$ cat src/rtl/seq_pkg.sv
// Shared widths, opcodes and FSM states for the instruction sequencer.
package seq_pkg;
    localparam int unsigned OPW = 4;
    localparam int unsigned PW  = 8;
    localparam int unsigned IW  = 20;
    localparam int unsigned AW  = 4;
    localparam int unsigned SW  = 8;

    localparam logic [OPW-1:0] OP_NOP  = 4'h0;
    localparam logic [OPW-1:0] OP_JZ   = 4'h1;
    localparam logic [OPW-1:0] OP_JMP  = 4'h7;
    localparam logic [OPW-1:0] OP_HALT = 4'hF;

    typedef enum logic [1:0] {
        IDLE = 2'd0,
        RUN  = 2'd1,
        DONE = 2'd2
    } state_t;
endpackage

$ cat src/rtl/program_buffer.sv
// Program word store: synchronous write, asynchronous read, contents survive reset.
module program_buffer
    import seq_pkg::*;
#(
    parameter int unsigned DEPTH = 16
) (
    input  logic          clk,
    input  logic          i_we,
    input  logic [AW-1:0] i_waddr,
    input  logic [IW-1:0] i_wdata,
    input  logic [AW-1:0] i_raddr,
    output logic [IW-1:0] o_rdata
);
    logic [IW-1:0] r_mem [DEPTH];

    always_ff @(posedge clk) begin
        if (i_we) begin
            r_mem[i_waddr] <= i_wdata;
        end
    end

    assign o_rdata = r_mem[i_raddr];
endmodule

$ cat src/rtl/instruction_sequencer.sv
// Fetches program words and issues them to the register datapath, resolving
// JZ/JMP/HALT locally; JZ spends one bubble cycle waiting for z_flag.
module instruction_sequencer
    import seq_pkg::*;
#(
    parameter int unsigned DEPTH     = 16,
    parameter int unsigned MAX_STEPS = 255
) (
    input  logic          clk,
    input  logic          reset,
    input  logic          load_valid,
    output logic          load_ready,
    input  logic [AW-1:0] load_addr,
    input  logic [IW-1:0] load_data,
    input  logic          start,
    input  logic [AW-1:0] start_addr,
    input  logic          z_flag,
    output logic [IW-1:0] instruction,
    output logic          busy,
    output logic          done,
    output logic          timeout,
    output logic [AW-1:0] pc,
    output logic [SW-1:0] step_count
);
    localparam logic [IW-1:0] BUBBLE = {OP_NOP, (IW-OPW)'(0)};

    state_t          r_state;
    logic            r_branch_pending;
    logic [IW-1:0]   r_instruction;
    logic            r_busy;
    logic            r_done;
    logic            r_timeout;
    logic [AW-1:0]   r_pc;
    logic [SW-1:0]   r_step_count;

    logic [IW-1:0]   w_fetch;
    logic [OPW-1:0]  w_op;
    logic [AW-1:0]   w_pc_inc;
    logic [SW-1:0]   w_steps_next;
    logic            w_last_step;
    logic            w_we;

    assign load_ready   = (r_state != RUN);
    assign w_we         = load_valid & load_ready;
    assign w_op         = w_fetch[IW-1 -: OPW];
    assign w_pc_inc     = r_pc + AW'(1);
    assign w_steps_next = r_step_count + SW'(1);
    assign w_last_step  = (w_steps_next == SW'(MAX_STEPS));

    program_buffer #(
        .DEPTH (DEPTH)
    ) u_program_buffer (
        .clk     (clk),
        .i_we    (w_we),
        .i_waddr (load_addr),
        .i_wdata (load_data),
        .i_raddr (r_pc),
        .o_rdata (w_fetch)
    );

    // While a JZ is pending, r_instruction still holds its test word, so p2 is read back from it.
    always_ff @(posedge clk or posedge reset) begin
        if (reset) begin
            r_state          <= IDLE;
            r_branch_pending <= 1'b0;
            r_instruction    <= BUBBLE;
            r_busy           <= 1'b0;
            r_done           <= 1'b0;
            r_timeout        <= 1'b0;
            r_pc             <= '0;
            r_step_count     <= '0;
        end else begin
            case (r_state)
                IDLE, DONE: begin
                    if (start) begin
                        r_state          <= RUN;
                        r_busy           <= 1'b1;
                        r_done           <= 1'b0;
                        r_timeout        <= 1'b0;
                        r_branch_pending <= 1'b0;
                        r_instruction    <= BUBBLE;
                        r_pc             <= start_addr;
                        r_step_count     <= '0;
                    end
                end
                RUN: begin
                    if (r_branch_pending) begin
                        r_branch_pending <= 1'b0;
                        r_instruction    <= BUBBLE;
                        r_pc             <= z_flag ? r_instruction[AW-1:0] : w_pc_inc;
                    end else begin
                        r_step_count <= w_steps_next;
                        if (w_op == OP_HALT) begin
                            r_instruction <= BUBBLE;
                            r_state       <= DONE;
                            r_busy        <= 1'b0;
                            r_done        <= 1'b1;
                        end else begin
                            if (w_op == OP_JZ) begin
                                r_instruction <= {OP_NOP, w_fetch[2*PW-1:0]};
                            end else if (w_op == OP_JMP) begin
                                r_instruction <= BUBBLE;
                            end else begin
                                r_instruction <= w_fetch;
                            end

                            if (w_last_step) begin
                                r_state   <= DONE;
                                r_busy    <= 1'b0;
                                r_done    <= 1'b1;
                                r_timeout <= 1'b1;
                            end else if (w_op == OP_JZ) begin
                                r_branch_pending <= 1'b1;
                            end else if (w_op == OP_JMP) begin
                                r_pc <= w_fetch[AW-1:0];
                            end else begin
                                r_pc <= w_pc_inc;
                            end
                        end
                    end
                end
                default: r_state <= IDLE;
            endcase
        end
    end

    assign instruction = r_instruction;
    assign busy        = r_busy;
    assign done        = r_done;
    assign timeout     = r_timeout;
    assign pc          = r_pc;
    assign step_count  = r_step_count;
endmodule

$ cat config.mk
export PLATFORM = sky130hd
export DESIGN_NAME = instruction_sequencer
export DESIGN_NICKNAME = d
export VERILOG_FILES = /design/src/rtl/seq_pkg.sv /design/src/rtl/program_buffer.sv /design/src/rtl/instruction_sequencer.sv
export SDC_FILE = /design/constraint.sdc
export NUM_CORES = 1
export LEC_CHECK = 0
export BUFFER_PORTS_ARGS = -buffer_cell sky130_fd_sc_hd__buf_2
export CORE_AREA = 4 4 169 171
export CTS_BUF_LIST = sky130_fd_sc_hd__clkbuf_4 sky130_fd_sc_hd__clkbuf_8 sky130_fd_sc_hd__clkbuf_16
export CTS_CLUSTER_DIAMETER = 60
export CTS_CLUSTER_SIZE = 16
export DETAILED_ROUTE_END_ITERATION = 7
export DIE_AREA = 0 0 173 175
export PLACE_DENSITY = 0.75
export SLEW_MARGIN = 20
export SYNTH_ARGS = -nofsm -noshare
export SYNTH_HDL_FRONTEND = slang
export SYNTH_SLANG_ARGS = --single-unit
export TNS_END_PERCENT = 30
$ cat constraint.sdc
create_clock -name clk -period 3.9 [get_ports clk]
set_clock_uncertainty 0.2 [all_clocks]
set_input_delay 0.78 -clock clk [delete_from_list [all_inputs] [get_ports clk]]
set_output_delay 0.78 -clock clk [all_outputs]
set_load 0.05 [all_outputs]
* Yosys cells after proc, flatten, opt, wreduce, memory -nomap -nowiden
Memories as Yosys holds them, arrays and structs flattened.
Index checks and enable logic that the tools add are counted.
** Storage, ports and cells
- Logic and storage cells :: 78
- Memory bits (writable) :: 320
- Input bits :: 33
- Register bits :: 38
- Output and inout bits :: 36
- Memories :: 1
** Cells by class
- Equality and inequality tests :: 15
- $add $sub $neg :: 2
- Bitwise gates (word level) :: 1
- Reductions and logical operators :: 9
- Mux-type cells :: 42
** Memories
- u_program_buffer.r_mem :: depth 16, width 20, rd ports 1, clocked after Yosys merged registers in 0, wr ports 1, RTL line program_buffer.sv:14 : logic [IW-1:0] r_mem [DEPTH];
** Operator list (number)
- $mux 20 :: 5
- $pmux 20 s2 :: 1
- $mux 4 :: 7
- $mux 1 :: 16
- $mux 8 :: 2
- $pmux 8 s2 :: 1
- $ne 3x3->1 const B :: 4
- $reduce_and 5->1 :: 2
- $add 8x1->8 const B :: 1
- $eq 8x8->1 const B :: 1
- $mux 2 :: 4
- $ne 2x2->1 const B :: 4
- $pmux 1 s2 :: 4
- $pmux 4 s2 :: 1
- $reduce_and 3->1 :: 2
- $add 4x1->4 const B :: 1
- $eq 4x1->1 const B :: 1
- $eq 4x3->1 const B :: 1
- $eq 4x4->1 const B :: 1
- $pmux 2 s2 :: 1
- $reduce_and 4->1 :: 1
- $eq 2x1->1 const B :: 1
- $eq 2x2->1 const B :: 1
- $logic_not 2->1 :: 1
- 5 further kinds :: 5

* Logic depth before layout (Yosys ltp)
An unclocked memory read counts as a cell.
- Word-level depth :: 8
- Depth in mapped cells :: 10
- Depth with buffers taken out :: 7

* By module
From an unflattened synthesis, not the netlist that was laid out.
** Unflattened totals
- Cells, all modules :: 694
- Area, all modules :: 14014.7 µm²
** Modules (own cells, without submodules)
- program_buffer :: instances 1, cells each 513, seq. area each 9609.2 µm², area an instance 12130.4 µm²
- instruction_sequencer :: instances 1, cells each 181, seq. area each 950.9 µm², area an instance 1884.3 µm²

* Worst setup path before layout
Ideal clock, no wire load.
- Path kind :: register -> register
- From :: reg r_state[0]
- To :: mem u_program_buffer.r_mem[2][0], enable pin
- Period minus slack after synthesis :: 3576 ps
- Required time :: 3278 ps
- Arrival time :: 2954 ps
- Stages on the path, launching flop included :: 6
- Buffers on the path :: 1
- Library setup time :: 422 ps
- Setup slack :: 324 ps
- Cell sequence :: dfrtp_1 > nor2b_1 > inv_1 > clkbuf_1 > nand4b_1 > nor3_1
** On the way
- Word-level cells in the longest chain between the ends :: 4
** Ends and longest elaborated chain
- from (decl) :: RTL line instruction_sequencer.sv:27 : state_t r_state;
- from (signal assigned) :: RTL line instruction_sequencer.sv:64 : r_state <= IDLE;
- from (signal assigned) :: RTL line instruction_sequencer.sv:76 : r_state <= RUN;
- from (signal assigned) :: RTL line instruction_sequencer.sv:95 : r_state <= DONE;
- $ne 2x1->1 :: RTL line instruction_sequencer.sv:43 : assign load_ready = (r_state != RUN);
- via load_ready :: RTL line instruction_sequencer.sv:12 : output logic load_ready,
- $and 1x1->1 :: RTL line instruction_sequencer.sv:44 : assign w_we = load_valid & load_ready;
- $mux 1 :: RTL line program_buffer.sv:17 : if (i_we) begin
- $mux 1 (implied by the code) :: RTL line program_buffer.sv:18 : r_mem[i_waddr] <= i_wdata;
- to (decl) :: RTL line program_buffer.sv:14
The timed path passes the listed nets, and every way through them passes these cells.

* Worst setup path in the final report
- From :: reg r_pc[0] (netlist: pc[0])
- To :: reg r_pc[0] (netlist: pc[0])
** On the way
- Word-level cells in the longest chain between the ends :: 8
- Elaborated cells on any way between the ends :: 15
- Those cells by class :: add/sub (1); eq/ne (5); mux (7); reduce/logical (1); memory (1)
** Ends and longest elaborated chain
- from (decl) :: RTL line instruction_sequencer.sv:33 : logic [AW-1:0] r_pc;
- from (signal assigned) :: RTL line instruction_sequencer.sv:82 : r_pc <= start_addr;
- from (signal assigned) :: RTL line instruction_sequencer.sv:90 : r_pc <= z_flag ? r_instruction[AW-1:0] : w_pc_inc;
- from (signal assigned) :: RTL line instruction_sequencer.sv:115 : r_pc <= w_fetch[AW-1:0];
- $mem_v2 16x20
- $eq 4x3->1 :: RTL line instruction_sequencer.sv:114 : end else if (w_op == OP_JMP) begin
- $mux 4 :: RTL line instruction_sequencer.sv:114
- $mux 4 :: RTL line instruction_sequencer.sv:112 : end else if (w_op == OP_JZ) begin
- $mux 4 :: RTL line instruction_sequencer.sv:107 : if (w_last_step) begin
- $mux 4 :: RTL line instruction_sequencer.sv:93 : if (w_op == OP_HALT) begin
- $mux 4 :: RTL line instruction_sequencer.sv:87 : if (r_branch_pending) begin
- $pmux 4 s2 :: RTL line instruction_sequencer.sv:73 : case (r_state)
Several ways; a longest one is shown, not always the timed one. The select of a mux whose other input is x is not followed.
A chain may end at the register's enable or synchronous reset.

==> impl_metrics.tcl <==
set metrics [dict create \
    ioPinCount 69 \
    cts_buffer_depth 3 \
    crit_required_ns 4.13 \
    grt_pass1_vias 7793 \
    synth_fp_nets 711 \
    stdcell_count 1127 \
    cts_sinks 358 \
    cap_viol_max_count 0 \
    period_share 0.8482 \
    synth_top_family_by_area "multiplexers" \
    io_buffers 68 \
    synth-compound-area-share 0.03684 \
    fp.dieW_um 173 \
    worst_ep_arrival_time_ns 3.53 \
    final-hold-violation-count 0 \
    endpoint "pc[0]$_DFFE_PP0P_" \
    max_slew.worst_pin.slew_ns 1.149 \
    dr.pass1.iters 5 \
    cts_tree "yes" \
    dpl.cell_count 1077 \
    drc_errors 0 \
    n_antenna_cell 0 \
    r2r-start "pc[0]$_DFFE_PP0P_" \
    wl_per_cell_um 28.60 \
    hold_buffers 0 \
    path_max_fanout 24 \
    grt_use_total 0.2150 \
    slew_headroom 0.2342 \
    crit_type "flop to flop" \
    die_h_um 175 \
    synth_top_area_cell "edfxtp_1" \
    outcome "complete, no violations" \
    synth_area_leaders "edfxtp_1, mux4_2, dfrtp_1" \
    synth_xor_area_frac 0.003719 \
    cts_buffers 28 \
    power_mw 11.29 \
    clkLatencyLatePin_ns 0.55 \
    vdd_ir_drop_max_mv 0.3923 \
    synth_top_area_share 0.6801 \
    setup_viol 0 \
    grt_pass1_wl_um 49230 \
    area_growth_pct 12.72 \
    grt_max_degree 62 \
    maxSlewViolCount 0 \
    layout-drive-gt1-share 0.3282 \
    rsz0062_at_grt "no" \
    synth_fa_ha_area_frac 0.002657 \
    ys_seq_elements 358 \
    hold_path.class "primary input to asynchronous set/reset pin" \
    clk_pin_slew_ns 0.07 \
    cts_resized 0 \
    gp_congestion 0.8330 \
    root_buffer "clkbuf_16" \
    critPathLaunch "pc[0]$_DFFE_PP0P_" \
    nFillCells 1868 \
    fin_crit_ns 3.308 \
    layout_common_cells "edfxtp_1, mux4_2, buf_2" \
    async_reset_ff_frac 0.1061 \
    post-cts-setup-buffers 0 \
    antenna_found_initial 0 \
    r2r_cells 6 \
    die_area_um2 30280 \
    place_hpwl_um 19080 \
    placementRows 60 \
    p_leak_nw 5.323 \
    htree_levels 1 \
    synth_cell_types 50 \
    synth-main-ff-cell "edfxtp_1" \
    ant_nets 0 \
    final_common_cell "edfxtp_1" \
    ys_seq_area_frac 0.7474 \
    syn_area_um2 14130 \
    start_util 0.5257 \
    core_um2 26880 \
    r2r_end "pc[0]$_DFFE_PP0P_" \
    ys_warn_count 0 \
    fmax_ghz 0.3023 \
    regToRegSetupSlack_ns 0.59 \
    endpoint_kind "flop" \
    final.setup.tns_ns 0 \
    drt_iter0_markers 904 \
    grt_overflow 0 \
    synth_edf_count 320 \
    synthSimpleGateAreaFrac 0.03347 \
    syn_area_per_cell_um2 20.93 \
    p_per_area_nw_per_um2 708.7 \
    critPathLaunchType "flop" \
    synth_mux_area_frac 0.1607 \
    syn_inst 675 \
    finalWirelength_um 32230 \
    vias 7408 \
    viasPerCell 6.573 \
    nNetsFinal 802 \
    whs_ns 0.1161 \
]
==> Yosys cell counts, types with 3 or more instances <==
master,n
a21o_1,3
a21oi_1,7
a31oi_1,8
a32o_1,19
and2_1,3
and3_1,3
buf_2,13
clkbuf_1,17
dfrtp_1,38
edfxtp_1,320
ha_1,3
inv_1,7
mux2i_1,5
mux4_1,9
mux4_2,87
nand2_1,20
nand2b_1,6
nand3_1,10
nand4_1,6
nand4b_1,3
nor2_1,23
nor2b_1,5
nor3_1,5
o21ai_0,17
xor2_1,4
==> layout make-up <==
| type | instances | area, um^2 | share of cell area |
|---|---|---|---|
| timing repair buffer | 97 | 595.6 | 0.03739 |
| sequential | 358 | 10570 | 0.6634 |
| multi-input combinational | 274 | 3405 | 0.2137 |
| inverter | 7 | 26.28 | 0.001650 |
| clock inverter | 7 | 77.57 | 0.004870 |
| clock buffer | 43 | 830.8 | 0.05216 |
| tap | 341 | 426.7 | 0.02679 |
==> power by group <==
| group | internal, mW | switching, mW |
|---|---|---|
| registers | 4.41 | 0.368 |
| clock network | 1.55 | 1.28 |
| logic | 1.58 | 2.10 |
| total | 7.54 | 3.75 |
==> cell families after synthesis <==
family,after synthesis
adders and majority gates,3
xor gates and xnor gates,6
muxes,103
and+or+nand+nor,92
buffers and inverters,43
DFF,358
AOI/OAI and AO/OA,70
==> state kept, by name (all words and copies together), names as in the netlist <==
register	count
pc	4
timeout	1
busy	1
r_branch_pending	1
done	1
step_count	8
r_state	2
instruction	20
u_program_buffer.r_mem	320
==> through the flow <==
step | utilization | setup slack [ns] | cell area, um^2
after global routing | 0.5926 | 0.4751 | 15930
final | 0.5926 | 0.5920 | 15930
after CTS | 0.5926 | 0.5966 | 15930
after global placement | 0.5588 | 0.6963 | 15020
after detailed placement | 0.5588 | 0.6217 | 15020
after floorplan | - | 0.3237 | 14130
==> how the worst min path moves through the flow <==
stage	cells past startpoint	from	slack (ns)	end
after floorplan	1	r_branch_pending$_DFFE_PP0P_	0.34	r_branch_pending$_DFFE_PP0P_
after global placement	1	timeout$_DFFE_PP0P_	0.27	timeout$_DFFE_PP0P_
after detailed placement	1	instruction[10]$_DFFE_PP0P_	0.28	instruction[10]$_DFFE_PP0P_
after CTS	1	instruction[10]$_DFFE_PP0P_	0.30	instruction[10]$_DFFE_PP0P_
after global routing	2	reset	0.15	instruction[7]$_DFFE_PP0P_
final	2	reset	0.12	instruction[7]$_DFFE_PP0P_
==> per-layer routing <==
layer | share of wire | global-route usage | vias to the layer above
li1 | - | - | 3018
met3 | 0.086 | 0.03808 | 81
met1 | 0.37 | 0.2904 | 3832
met2 | 0.51 | 0.3610 | 477
met4 | 0.033 | 0.07150 | 0
met5 | 0 | 0 | -
==> critical path: stages, from the launching register on <==
cell	delay, ns
dfrtp_4	0.70
mux4_1	0.63
mux2i_1	0.24
mux2i_2	0.21
or4_4	0.80
o21ai_0	0.27
o211ai_1	0.11
No activity file was read; power rests on OpenSTA's default activity.
